<file path="config.mk">
export PLATFORM = sky130hd
export DESIGN_NAME = execute_stage
export DESIGN_NICKNAME = d
export VERILOG_FILES = /design/src/rtl/execute_stage.sv
export SDC_FILE = /design/constraint.sdc
export NUM_CORES = 1
export LEC_CHECK = 0
export ABC_AREA = 0
export BUFFER_PORTS_ARGS = -buffer_cell sky130_fd_sc_hd__buf_4
export CAP_MARGIN = 5
export CELL_PAD_IN_SITES_DETAIL_PLACEMENT = 0
export CELL_PAD_IN_SITES_GLOBAL_PLACEMENT = 2
export CORE_UTILIZATION = 35
export CTS_BUF_LIST = sky130_fd_sc_hd__clkbuf_2
export CTS_CLUSTER_SIZE = 14
export DETAILED_ROUTE_END_ITERATION = 7
export GPL_TIMING_DRIVEN = 0
export PLACE_DENSITY_LB_ADDON = 0.3
export SLEW_MARGIN = 10
export SYNTH_ARGS = -nofsm -noshare
export SYNTH_HDL_FRONTEND = slang
export SYNTH_SLANG_ARGS = --single-unit
export TNS_END_PERCENT = 10
</file>
<file path="constraint.sdc">
create_clock -name clk -period 7.9 [get_ports clk]
set_input_delay 1.58 -clock clk [delete_from_list [all_inputs] [get_ports clk]]
set_output_delay 1.58 -clock clk [all_outputs]
set_load 0.01 [all_outputs]
</file>
<file path="src/rtl/execute_stage.sv">
// EX stage of the 5-stage MIPS pipeline: forwarding muxes, single-cycle ALU and a
// 32-iteration shift-add multiplier that holds the upstream stages via stall.
module execute_stage #(
  parameter int MUL_CYCLES = 32
) (
  input  logic         clk,
  input  logic         rst_n,
  input  logic [121:0] IDEXReg,
  input  logic [70:0]  MEMWBReg,
  output logic [74:0]  EXMEMReg,
  output logic         stall
);

  localparam logic [3:0] ALU_AND = 4'b0000;
  localparam logic [3:0] ALU_OR  = 4'b0001;
  localparam logic [3:0] ALU_ADD = 4'b0010;
  localparam logic [3:0] ALU_SUB = 4'b0110;
  localparam logic [3:0] ALU_SLT = 4'b0111;
  localparam logic [3:0] ALU_NOR = 4'b1100;
  localparam logic [3:0] ALU_MUL = 4'b1010;
  localparam logic [4:0] LAST_COUNT = 5'(MUL_CYCLES - 1);

  typedef enum logic {S_IDLE, S_BUSY} state_e;

  // ID/EX fields
  logic [31:0] rd1, rd2, imm;
  logic [4:0]  rs, rt, rd;
  logic [3:0]  alu_ctl;
  logic        alu_src, reg_dst, valid;
  logic [3:0]  ctl_bits; // {RegWrite, MemWrite, MemToReg, MemRead}

  assign rd1      = IDEXReg[31:0];
  assign rd2      = IDEXReg[63:32];
  assign imm      = IDEXReg[95:64];
  assign rs       = IDEXReg[100:96];
  assign rt       = IDEXReg[105:101];
  assign rd       = IDEXReg[110:106];
  assign alu_ctl  = IDEXReg[114:111];
  assign alu_src  = IDEXReg[115];
  assign reg_dst  = IDEXReg[116];
  assign ctl_bits = {IDEXReg[120], IDEXReg[119], IDEXReg[118], IDEXReg[117]};
  assign valid    = IDEXReg[121];

  state_e      state_q, state_d;
  logic [4:0]  count_q, count_d;
  logic [31:0] acc_q, acc_d;
  logic [31:0] mcand_q, mcand_d;
  logic [31:0] mplier_q, mplier_d;
  logic [31:0] wdata_q, wdata_d;
  logic [4:0]  wreg_q, wreg_d;
  logic [3:0]  ctl_q, ctl_d;
  logic [74:0] exmem_q, exmem_d;

  logic [31:0] fwd_a, fwd_b, op_a, op_b, alu_res, memwb_val;
  logic [4:0]  write_reg;

  // EX/MEM has priority over MEM/WB; r0 is never forwarded.
  function automatic logic [31:0] forward(input logic [4:0]  src,
                                          input logic [31:0] reg_val,
                                          input logic [74:0] exmem,
                                          input logic [70:0] memwb,
                                          input logic [31:0] wb_val);
    if (exmem[74] && exmem[68:64] != 5'd0 && exmem[68:64] == src)
      return exmem[31:0];
    else if (memwb[37] && memwb[36:32] != 5'd0 && memwb[36:32] == src)
      return wb_val;
    else
      return reg_val;
  endfunction

  assign memwb_val = MEMWBReg[70] ? MEMWBReg[31:0] : MEMWBReg[69:38];
  assign fwd_a     = forward(rs, rd1, exmem_q, MEMWBReg, memwb_val);
  assign fwd_b     = forward(rt, rd2, exmem_q, MEMWBReg, memwb_val);
  assign op_a      = fwd_a;
  assign op_b      = alu_src ? imm : fwd_b;
  assign write_reg = reg_dst ? rd : rt;

  always_comb begin
    unique case (alu_ctl)
      ALU_AND: alu_res = op_a & op_b;
      ALU_OR:  alu_res = op_a | op_b;
      ALU_ADD: alu_res = op_a + op_b;
      ALU_SUB: alu_res = op_a - op_b;
      ALU_SLT: alu_res = {31'd0, $signed(op_a) < $signed(op_b)};
      ALU_NOR: alu_res = ~(op_a | op_b);
      default: alu_res = 32'd0;
    endcase
  end

  always_comb begin
    // NOTE: every output of this block gets a default first so no path can infer a latch.
    state_d  = state_q;
    count_d  = count_q;
    acc_d    = acc_q;
    mcand_d  = mcand_q;
    mplier_d = mplier_q;
    wdata_d  = wdata_q;
    wreg_d   = wreg_q;
    ctl_d    = ctl_q;
    exmem_d  = '0;
    stall    = 1'b0;

    unique case (state_q)
      S_IDLE: begin
        if (valid && alu_ctl == ALU_MUL) begin
          stall    = 1'b1;
          mcand_d  = op_a;
          mplier_d = op_b;
          wdata_d  = fwd_b;
          wreg_d   = write_reg;
          ctl_d    = ctl_bits;
          acc_d    = '0;
          count_d  = '0;
          state_d  = S_BUSY;
        end else if (valid) begin
          exmem_d = {ctl_bits, 2'b00, write_reg, fwd_b, alu_res};
        end
      end
      S_BUSY: begin
        acc_d   = acc_q + (mplier_q[count_q] ? (mcand_q << count_q) : 32'd0);
        count_d = count_q + 5'd1;
        if (count_q == LAST_COUNT) begin
          // Drop stall on the final iteration so ID/EX advances on the writing edge.
          exmem_d = {ctl_q, 2'b00, wreg_q, wdata_q, acc_d};
          count_d = '0;
          state_d = S_IDLE;
        end else begin
          stall = 1'b1;
        end
      end
      default: state_d = S_IDLE;
    endcase
  end

  always_ff @(posedge clk) begin
    // NOTE: state registers use non-blocking assignments so every flop samples pre-edge values.
    if (!rst_n) begin
      state_q  <= S_IDLE;
      count_q  <= '0;
      acc_q    <= '0;
      mcand_q  <= '0;
      mplier_q <= '0;
      wdata_q  <= '0;
      wreg_q   <= '0;
      ctl_q    <= '0;
      exmem_q  <= '0;
    end else begin
      state_q  <= state_d;
      count_q  <= count_d;
      acc_q    <= acc_d;
      mcand_q  <= mcand_d;
      mplier_q <= mplier_d;
      wdata_q  <= wdata_d;
      wreg_q   <= wreg_d;
      ctl_q    <= ctl_d;
      exmem_q  <= exmem_d;
    end
  end

  assign EXMEMReg = exmem_q;

endmodule

</file>
# Yosys cells after proc, flatten, opt, wreduce, memory -nomap -nowiden
# Cells that the tools add are included.
# totals
reg_bits	218
input_bits	195
output_inout_bits	76
elab_cells	66
# op_classes
n_addsub	4
order_cmp	2
eq_ne	12
shifts	1
n_mux	23
bitwise	4
n_reduce_logical	11
# ops
cell	count
$mux W32	8
$mux W75	3
$pmux W32 S6	1
$pmux W75 S2	1
$add A32 B32 Y32	2
$pmux W32 S2	1
$and A32 B32 Y32	1
$lt A32 B32 Y1	1
$not A32 Y32	1
$or A32 B32 Y32	1
$shl A32 B5 Y32	1
$sub A32 B32 Y32	1
$eq A5 B5 Y1	4
$mux W5	3
$pmux W5 S2	1
$reduce_bool A5 Y1	2
$eq A4 B3 Y1 const B	2
$eq A4 B4 Y1 const B	2
$logic_and A1 B1 Y1	7
$lt A5 B6 Y1 const B	1
$add A5 B1 Y5 const B	1
$bmux W1 S5	1
$eq A5 B5 Y1 const B	1
$eq A4 B1 Y1 const B	1
other kinds (7)	9

# Logic depth before layout (Yosys ltp)
# Gate-level depths: netlist of the first run.
# depth
word_depth	12
ltp_mapped	21
ltp_nobuf	19

# Worst setup path before layout of the first run
# No wires, ideal clock.
# synth_path
path_type	input -> register
from	input MEMWBReg[36]
to	register exmem_q[31], in the netlist EXMEMReg[31]
arrival_ns	5.994
required_ns	7.843
setup_slack_ns	1.849
cell_stages	18
n_path_buf	1
cell_sequence	xnor2_1 nand3_1 nor4_1 clkbuf_1 mux2i_1 nor2_1 a21oi_1 inv_1 ha_1 or2_2 o221ai_1 a311oi_1 a221oi_1 o221ai_1 a21o_1 a2111o_1 o211ai_1 a21o_1
# synth_via
elab_cells_between_ends	20
classes_between	add/sub (2); eq/ne (2); mux (9); bitwise (3); reduce/logical (4)
# synth_lines
element	line	source
start, declared	9	input logic [70:0] MEMWBReg,
$reduce_bool A5 Y1	65	else if (memwb[37] && memwb[36:32] != 5'd0 && memwb[36:32] == src)
$logic_and A1 B1 Y1	65	
$logic_and A1 B1 Y1 *	65	
$mux W32 *	65	
$mux W32 *	63	if (exmem[74] && exmem[68:64] != 5'd0 && exmem[68:64] == src)
via fwd_a[1]	54	logic [31:0] fwd_a, fwd_b, op_a, op_b, alu_res, memwb_val;
$sub A32 B32 Y32 or $add A32 B32 Y32 (tied branches)	83, 82	
$pmux W32 S6 *	79	unique case (alu_ctl)
$mux W75 *	115	end else if (valid) begin
$mux W75 *	105	if (valid && alu_ctl == ALU_MUL) begin
$pmux W75 S2 *	103	unique case (state_q)
end signal, assigned	156	exmem_q <= exmem_d;
end, declared	52	logic [74:0] exmem_q, exmem_d;
# The timed path passes the listed nets; every way through them passes the cells marked *.
# A chain may end at the register's enable or synchronous reset.

# Worst setup path in the final report of the first run
# layout_path
from	register count_q[1]
to	register exmem_q[31], in the netlist EXMEMReg[31]
# layout_via
elab_chain_cells	6
elab_cells_between_ends	8
classes_between	add/sub (1); eq/ne (1); shift (1); mux (5)
# layout_lines
element	line	source
start, declared	45	logic [4:0] count_q, count_d;
start signal, assigned	149	count_q <= count_d;
$bmux W1 S5	120	acc_d = acc_q + (mplier_q[count_q] ? (mcand_q << count_q) : 32'd0);
$mux W1 (implied by the code)	120	
$mux W32	120	
$add A32 B32 Y32	120	
$mux W75 *	122	if (count_q == LAST_COUNT) begin
$pmux W75 S2 *	103	
# Every way passes the cells marked *; elsewhere a longest branch is shown, timed or not. The select of a mux whose other input is x is not followed.

==> results of run 1 <==
cells by family after synthesis:
logic type               count (synthesis)  share of synthesized area
AND/OR/NAND/NOR                        756                     0.1964
AO/OA/AOI/OAI                          640                     0.2438
buffers and inverters                  268                    0.05610
multiplexers                           217                     0.1489
flip-flops                             216                     0.2347
adder cells (fa/ha/maj)                132                    0.09088
XOR/XNOR                                61                    0.02900
other                                    1                  0.0002036
flip-flops by register name (all words and copies together) (netlist names):
| signal | flops |
|---|---|
| mcand_q | 32 |
| wreg_q | 5 |
| wdata_q | 32 |
| state_q | 1 |
| mplier_q | 32 |
| ctl_q | 4 |
| acc_q | 32 |
| count_q | 5 |
| EXMEMReg | 73 |
metal layers:
layer,track usage,up-vias,part of all wire
met5,0,-,0
met4,0.1120,0,0.033
met3,0.05278,124,0.076
met2,0.5029,904,0.44
met1,0.4431,9600,0.45
li1,-,8983,-
how the worst max path moves through the flow:
stage / to / startpoint / depth (start not counted)
2_1_floorplan: EXMEMReg[31] / MEMWBReg[36] / 18
3_5_place_dp: EXMEMReg[25] / MEMWBReg[32] / 20
5_1_grt: EXMEMReg[31] / count_q[1] / 20
3_3_place_gp: EXMEMReg[25] / IDEXReg[99] / 18
4_1_cts: EXMEMReg[31] / count_q[1] / 20
6_report: EXMEMReg[31] / count_q[1] / 20
cell usage in the layout (no fill, tap or decap), drive strengths merged, types with 19 or more instances in the layout:
cell,synthesis,layout
o21ai,106,106
a21o,32,32
mux2,81,81
nand3,30,30
nand2,225,225
clkbuf,138,221
inv,107,107
xor2,25,25
clkinv,0,24
buf,23,290
xnor2,36,36
a21oi,125,125
nor2b,102,102
nor3b,39,39
a22oi,71,71
mux4,36,36
nor2,236,236
mux2i,100,100
a21boi,45,45
nor3,27,27
a221oi,21,21
dfxtp,216,216
ha,129,129
a221o,23,23
o211ai,19,19
a211oi,22,22
o211a,39,39
through the flow:
stage	TNS (ns)	cell area, um^2	hold WS, ns	cells	total power [mW]
floorplan	0	18430	0.4319	2292	1.642
global placement	-19.88	21250	0.4411	3235	1.977
detailed placement	-1.089	21310	0.4488	3239	1.979
CTS	0	21840	0.4607	3348	2.807
global route	0	21850	0.4790	3351	2.944
finish	0	21850	0.4606	3351	2.810
worst max-delay path, stage by stage, from the launching register on:
cell and delay, ns:
dfxtp_1 0.36, clkbuf_1 0.55, clkbuf_1 0.52, buf_2 0.36
buf_1 0.56, mux2i_1 0.27, o22ai_1 0.16, mux2i_1 0.44
a21oi_1 0.22, nor2b_1 0.21, ha_1 0.29, clkbuf_1 0.28
nand2_1 0.15, nor3_1 0.14, inv_1 0.09, a2111oi_0 1.01
o211ai_1 0.37, a2111oi_0 0.83, o21ai_0 0.22, and3_1 0.28
a21o_1 0.18
final cells by class:
cell class / instances / area, um^2
antenna: 3 / 7.507
buffer: 161 / 631.9
clock buffer: 83 / 415.4
clock inverter: 26 / 112.6
fill: 5370 / 29760
inverter: 107 / 401.6
multi-input combinational: 1808 / 13100
sequential: 216 / 4324
tap: 680 / 850.8
timing repair buffer: 267 / 2002
power by group through the flow:
stage | registers [mW] | clock network, mW | logic (mW)
final | 1.13 | 0.831 | 0.850
after global routing | 1.13 | 0.906 | 0.907
after CTS | 1.13 | 0.849 | 0.830
after detailed placement | 1.15 | 0 | 0.826
after global placement | 1.15 | 0 | 0.824
after floorplan | 1.15 | 0 | 0.490
==> impl_metrics.tcl, run 1 <==
set metrics [dict create \
    fin_worst_skew_ns 0.08733 \
    timing_max_transition_violations_final 0 \
    synth.distinct_cells 83 \
    global_route_wire_length_before_repair_mm 126.6 \
    finalWorstSetupSlack_ns 0.3129 \
    synth.largest_area_cell "dfxtp_1" \
    ranking_of_synthesized_cells_by_area "dfxtp_1 23%, ha_1 8.8%, mux2i_1 5.4%" \
    synth.yosys.seq_area_share 0.2347 \
    grt_start_max_net_pins 17 \
    power_density_nw_per_um2 128.6 \
    hold_depth 2 \
    number_of_antenna_violations_at_the_first_check_in_global_routing 3 \
    mappedNetlistArea_um2 18420 \
    synth-edff-count 0 \
    cp_data_required_time_ns 8.84 \
    io_buffers 263 \
    power.share.sequential 0.402 \
    drcViolationCount 0 \
    postSynthCellCount 2291 \
    share_clk_of_total_power 0.296 \
    critPathArrivalTime_ns 8.53 \
    drt_iter0_drc 1998 \
    worst-path-max-fanout 10 \
    number_of_synthesized_register_bits 216 \
    postSynth.topFlopCell "dfxtp_1" \
    terminus_of_the_critical_flop_to_flop_path "EXMEMReg[31]" \
    finalSetupViolations 0 \
    dr.pass1.iters 6 \
    syn-mean-instance-area_um2 8.041 \
    worstSetupPathType "reg2reg" \
    total_switching_power_mw 1.081 \
    ctsLongestPathBuffers 3 \
    starting_density_of_the_core 0.3569 \
    run_status "finished clean" \
    cts.hold.buffers_added 0 \
    die_w_um 231.4 \
    max_slew_margin 0.1419 \
    final.min_clock_period_ns 7.587 \
    cts-root-buf "clkbuf_2" \
    startpoint_of_the_most_critical_register_to_register_path "count_q[1]" \
    track_usage 0.3214 \
    rsz0062_at_grt "no" \
    hold_path_class "reg2reg" \
    die_ar_um2 53560 \
    worst_slew_pin_slew_ns 1.287 \
    comb_power_share 0.303 \
    route.final.wire_length_mm 87.66 \
    floorplan.rows 83 \
    finalWeightedCongestion 0.9751 \
    tritoncts "built" \
    timing.final.hold_violations 0 \
    worstSetupStartpointType "flop" \
    hold_path_startpoint "mplier_q[28]" \
    cts.repair.resized 0 \
    nets 2949 \
    floorplan.core_area_um2 51610 \
    fmax_ghz 0.1318 \
    vias_in_the_first_global_route 18870 \
    final_core_utilization 0.4233 \
    finalCritPeriodShare 0.9604 \
    post-cts-setup-buffer-count 0 \
    ys_async_sr_fraction 0 \
    setup.reg_to_reg.worst_slack_ns 0.31 \
    ctsHtreeMaxLevel 2 \
    switching_share 0.3849 \
    postRouteAntennaNets 0 \
    die_height_um 231.4 \
    syn_to_final_growth_pct 18.60 \
    whs_endpoint "mplier_q[28]" \
    floorplan.io_pins 271 \
    hpwlAfterDp_mm 71.90 \
    peakVddDrop_v 0.00006650 \
    numClockSinks 216 \
    dp_slack_ns -0.2486 \
    synthTopCellsByCount "235 x nor2_1, 225 x nand2_1, 216 x dfxtp_1, 138 x clkbuf_1, 129 x ha_1" \
    power.static_leakage_nw 9.400 \
    global_route.overflow_total 0 \
    cts_made_buffers 61 \
    yosys_warnings 0 \
    internal_power_mw 1.729 \
    vias 19610 \
    detail_route.vias_per_cell 5.852 \
    detail_route.wl_per_cell_um 26.16 \
    fraction_of_final_layout_cells_sized_beyond_drive_strength_1 0.1897 \
    reg2regPathDepth 20 \
    cell_with_the_most_instances_after_synthesis "nor2_1" \
    synth_top_area_share 0.2347 \
    cts.reportedPaths.clkPinSlew_ns 0.12 \
    maxCapViolCount 0 \
    clk-insertion-delay-late_ns 1.07 \
    worst_setup_path_end_kind "flop" \
]
Note: power is estimated with default switching activity, not from simulation.
==> run 2: changes to the inputs <==
Settings changed: CORE_MARGIN set to 2, PLACE_DENSITY_LB_ADDON 0.3 to 0.25.
==> impl_metrics.tcl, run 2 (same netlist as run 1, synthesis figures left out) <==
set metrics [dict create \
    grt_start_max_net_pins 20 \
    track_usage 0.3219 \
    final.min_clock_period_ns 7.478 \
    largest_register_ff_count 73 \
    max_stage_delay_ns 1.07 \
    io_buffers 263 \
    fmax_ghz 0.1337 \
    final_core_utilization 0.4174 \
    peakVddDrop_v 0.00007440 \
    layout.cells.most_common_list "267 x buf_4, 235 x nor2_1, 225 x nand2_1, 216 x dfxtp_1, 137 x clkbuf_1" \
    clk-insertion-delay-late_ns 1.11 \
    power.total_mw 2.805 \
    power_density_nw_per_um2 128.4 \
    dr.pass1.iters 6 \
    ctsLongestPathBuffers 3 \
    floorplan.rows 84 \
    detail_route.wl_per_cell_um 26.74 \
    run_status "finished clean" \
    cts-root-buf "clkbuf_2" \
    starting_density_of_the_core 0.3520 \
    worst_setup_path_end_kind "flop" \
    drcViolationCount 0 \
    vias_in_the_first_global_route 18680 \
    global_route_wire_length_before_repair_mm 127.4 \
    detail_route.vias_per_cell 5.824 \
    die_ar_um2 54480 \
    ctsHtreeMaxLevel 2 \
    tritoncts "built" \
    cts.hold.buffers_added 0 \
    cp_data_required_time_ns 8.79 \
    drt_iter0_drc 1980 \
    timing.final.hold_violations 0 \
    die_height_um 233.4 \
    die_w_um 233.4 \
    worst_slew_pin_slew_ns 1.374 \
    hold_path_class "reg2reg" \
    global_route.overflow_total 0 \
    worstSetupStartpointType "input port" \
    max_slew_margin 0.07448 \
    timing_max_transition_violations_final 0 \
    post-cts-setup-buffer-count 0 \
    worst_path_dominant_cell_family "compound AO/OA/AOI/OAI gates" \
    worstSetupPathType "in2reg" \
    floorplan.io_pins 271 \
    layout.cells.most_common "buf_4" \
    critPathSlowestCell "o21ai_0" \
    finalSetupViolations 0 \
    path_common_cell "o21ai_0" \
    post-route-cell-area_um2 21850 \
    syn_to_final_growth_pct 18.60 \
    cell_chain_critical_path "buf_4 -> xnor2_1 -> nand3_1 -> nor4_2 -> buf_2 -> mux2i_1 -> o21ai_0 -> mux2_2 -> inv_1 -> ha_1 -> clkbuf_1 -> nor2b_1 -> o21a_1 -> o21ai_0 -> o211ai_1 -> nor3_1 -> o21ai_0 -> a221o_1 -> a21oi_1 -> o22ai_1" \
    cts_made_buffers 61 \
    vias 19520 \
    hold-worst-slack_ns 0.4603 \
    fraction_of_final_layout_cells_sized_beyond_drive_strength_1 0.1905 \
    worstPathBufferInverterCount 4 \
    finalWeightedCongestion 0.9850 \
    nets 2950 \
    finalCritPeriodShare 0.9466 \
    maxCapViolCount 0 \
    cts.repair.resized 0 \
    critPathArrivalTime_ns 8.37 \
    cts.reportedPaths.clkPinSlew_ns 0.09 \
    route.final.wire_length_mm 89.62 \
    hpwlAfterDp_mm 72.84 \
    number_of_antenna_violations_at_the_first_check_in_global_routing 2 \
    floorplan.core_area_um2 52340 \
    numClockSinks 216 \
    post_dp_cell_area_um2 21320 \
    fin_worst_skew_ns 0.1294 \
    postRouteAntennaNets 0 \
    power.static_leakage_nw 9.410 \
    worst-path-max-fanout 10 \
    rsz0062_at_grt "no" \
]
==> run 2: power by group <==
group          leakage [nW]  internal [mW]  switching [mW]
Clock                 0.395          0.296           0.525
Sequential             1.75           1.11          0.0195
Combinational          7.27          0.329           0.525
Total                  9.41           1.74            1.07
==> run 2: worst register-to-register path: cells and delay by family (launching register included) <==
family	cells	cell delay (ns)
and+or+nand+nor	4	0.86
DFF	1	0.36
buffers and inverters	6	2.16
adders and majority gates	1	0.16
muxes	2	0.50
AOI/OAI and AO/OA	7	3.02
==> run 2: final timing paths <==
kind	start	to	slack, ns	cells past startpoint
setup / recovery	MEMWBReg[32]	EXMEMReg[27]	0.42	20
hold reg to reg	mplier_q[30]	mplier_q[30]	0.46	2
hold / removal	mplier_q[30]	mplier_q[30]	0.46	2
setup reg to reg	count_q[1]	EXMEMReg[31]	0.85	20
==> run 2: area by class of cell <==
cell class	count	area, um^2
Tap cell	688	860.8
Buffer	161	633.1
Multi-Input combinational cell	1808	13100
Inverter	107	401.6
Sequential cell	216	4324
Clock buffer	85	425.4
Antenna cell	2	5.005
Clock inverter	16	81.33
Fill cell	5516	30490
Timing Repair Buffer	268	2021
==> run 2: per-stage QoR <==
step,std cells,worst slack (ns),setup TNS [ns]
after floorplan,2292,1.849,0
after global placement,3243,-1.535,-20.21
after detailed placement,3247,-0.3495,-1.742
after CTS,3348,0.8430,0
after global routing,3351,0.3543,0
final,3351,0.4218,0
==> run 2: routing by layer <==
| metal | global-route usage | wire length [um] | vias to the layer above |
|---|---|---|---|
| li1 | - | - | 8975 |
| met1 | 0.4363 | 39250 | 9486 |
| met2 | 0.5032 | 39220 | 907 |
| met3 | 0.06995 | 8056 | 149 |
| met4 | 0.1112 | 3100 | 0 |
| met5 | 0 | 0 | - |
==> run 3: changes to the inputs <==
--- a/config.mk
+++ b/config.mk
@@ -13,5 +13,5 @@
 export CORE_MARGIN = 2
 export CORE_UTILIZATION = 35
-export CTS_BUF_LIST = sky130_fd_sc_hd__clkbuf_2
+export CTS_BUF_LIST = sky130_fd_sc_hd__clkbuf_8
 export CTS_CLUSTER_SIZE = 14
 export DETAILED_ROUTE_END_ITERATION = 7
==> constraint.sdc (replaced) <==
create_clock -name clk -period 7.9 [get_ports clk]
set_input_delay 0.79 -clock clk [delete_from_list [all_inputs] [get_ports clk]]
set_output_delay 0.79 -clock clk [all_outputs]
set_load 0.01 [all_outputs]
==> impl_metrics.tcl, run 3 (same netlist as run 1, synthesis figures left out) <==
set metrics [dict create \
    track_usage 0.3216 \
    vias_in_the_first_global_route 18540 \
    cts.repair.resized 0 \
    cts-root-buf "clkbuf_8" \
    cp_data_required_time_ns 8.39 \
    timing.final.hold_violations 0 \
    hold_path_class "reg2reg" \
    critPathArrivalTime_ns 7.73 \
    cts.reportedPaths.clkPinSlew_ns 0.06 \
    whs_endpoint "mplier_q[30]" \
    cts_made_buffers 42 \
    dp_slack_ns 0.4405 \
    fillerInstances 5473 \
    die_ar_um2 54480 \
    final.min_clock_period_ns 7.241 \
    cts.hold.buffers_added 0 \
    power.static_leakage_nw 9.468 \
    run_status "finished clean" \
    worst_setup_path_end_kind "flop" \
    starting_density_of_the_core 0.3520 \
    detail_route.wl_per_cell_um 27.04 \
    numClockSinks 216 \
    ctsHtreeMaxLevel 2 \
    hold_path_startpoint "mplier_q[30]" \
    finalCritPeriodShare 0.9165 \
    ctsLongestPathBuffers 3 \
    fraction_of_final_layout_cells_sized_beyond_drive_strength_1 0.1790 \
    postRouteAntennaNets 0 \
    global_route_wire_length_before_repair_mm 127.4 \
    post-cts-setup-buffer-count 0 \
    syn_to_final_growth_pct 20.15 \
    finalWorstSetupSlack_ns 0.6595 \
    hold_depth 2 \
    worst_slew_pin_slew_ns 1.396 \
    reg2regPathDepth 20 \
    detail_route.vias_per_cell 5.848 \
    dr.pass1.iters 6 \
    floorplan.rows 84 \
    die_height_um 233.4 \
    worstSetupStartpoint "MEMWBReg[32]" \
    max_slew_margin 0.05918 \
    nets 2931 \
    peakVddDrop_v 0.00007210 \
    maxCapViolCount 0 \
    worst-path-max-fanout 10 \
    number_of_antenna_violations_at_the_first_check_in_global_routing 2 \
    power_density_nw_per_um2 140.5 \
    finalSetupViolations 0 \
    final-seq-area_um2 4324 \
    multi_input_area_um2 13100 \
    largest_register_ff_count 73 \
    hpwlAfterDp_mm 72.84 \
    grt_start_max_net_pins 12 \
    layout.cells.most_common "buf_4" \
    terminus_of_the_critical_flop_to_flop_path "EXMEMReg[31]" \
    worstSetupStartpointType "input port" \
    layout.cells.most_common_list "267 x buf_4, 235 x nor2_1, 225 x nand2_1, 216 x dfxtp_1, 137 x clkbuf_1" \
    die_w_um 233.4 \
    global_route.overflow_total 0 \
    floorplan.core_area_um2 52340 \
    tritoncts "built" \
    fin_worst_skew_ns 0.02994 \
    io_buffers 263 \
    timing_max_transition_violations_final 0 \
    rsz0062_at_grt "no" \
    drcViolationCount 0 \
    hold-worst-slack_ns 0.4569 \
    setup.reg_to_reg.worst_slack_ns 0.74 \
    vias 19400 \
    finalWeightedCongestion 0.9850 \
    route.final.wire_length_mm 89.69 \
    drt_iter0_drc 1915 \
    clk-insertion-delay-late_ns 0.62 \
    startpoint_of_the_most_critical_register_to_register_path "count_q[1]" \
    floorplan.io_pins 271 \
    worstSetupPathType "in2reg" \
    fmax_ghz 0.1381 \
]
-- run 3: changes by cell type in the layout (fill, tap and decap cells not counted), sizes merged --
cell / delta
diode: +1
bufinv: +2
clkbuf: -38
clkinv: -12
inv: +13
-- run 3: worst max-delay path by stage --
| stage | slack (ns) | cells after the start | end |
|---|---|---|---|
| final | 0.66 | 20 | EXMEMReg[31] |
| after global routing | 0.35 | 20 | EXMEMReg[31] |
| after CTS | 0.83 | 20 | EXMEMReg[31] |
| after detailed placement | 0.44 | 19 | EXMEMReg[30] |
| after global placement | -0.75 | 18 | EXMEMReg[30] |
| after floorplan | 2.64 | 18 | EXMEMReg[31] |
-- run 3: final cells by class --
type,count,area share
plain buffers,161,0.02860
flip-flops and latches,216,0.1954
well taps,688,0.03889
clock buffers,47,0.02923
diodes,3,0.0003392
repair buffers,268,0.09129
clock inverters,19,0.006162
multi-input cells,1808,0.5920
inverters,107,0.01815
-- run 3: per-stage QoR --
| stage | cells | setup TNS (ns) | instance area (um^2) | power, mW | utilization |
|---|---|---|---|---|---|
| finish | 3317 | 0 | 22130 | 3.109 | 0.4229 |
| global route | 3316 | 0 | 22130 | 3.229 | 0.4228 |
| CTS | 3313 | 0 | 22100 | 3.101 | 0.4223 |
| detailed placement | 3247 | 0 | 21320 | 1.983 | 0.4073 |
| global placement | 3243 | -4.272 | 21260 | 1.979 | 0.4062 |
| floorplan | 2292 | 0 | 18430 | 1.642 | - |
-- run 3: routing by layer --
layer / vias up / part of all wire / global-route usage
met3: 150 / 0.086 / 0.06763
met5: - / 0 / 0
met1: 9414 / 0.44 / 0.4377
met2: 930 / 0.44 / 0.5015
li1: 8903 / - / -
met4: 0 / 0.037 / 0.1125
-- run 3: worst max-delay path, cell delays in order --
cell,delay [ns]
buf_4,0.13
xnor2_1,0.16
nand3_1,0.11
nor4_2,0.94
buf_2,0.70
mux2i_1,0.16
o21ai_0,1.04
mux2_2,0.46
inv_1,0.10
ha_1,0.33
clkbuf_1,0.37
nor2b_1,0.09
o21a_1,0.18
o21ai_0,0.15
o211ai_1,0.11
nor3_1,0.66
o21ai_0,0.50
a41oi_1,0.39
o211ai_1,0.13
a21o_1,0.20
-- run 3: power breakdown --
| group | switching [mW] | internal (mW) |
|---|---|---|
| clock network | 0.518 | 0.603 |
| logic | 0.526 | 0.329 |
| registers | 0.0195 | 1.11 |
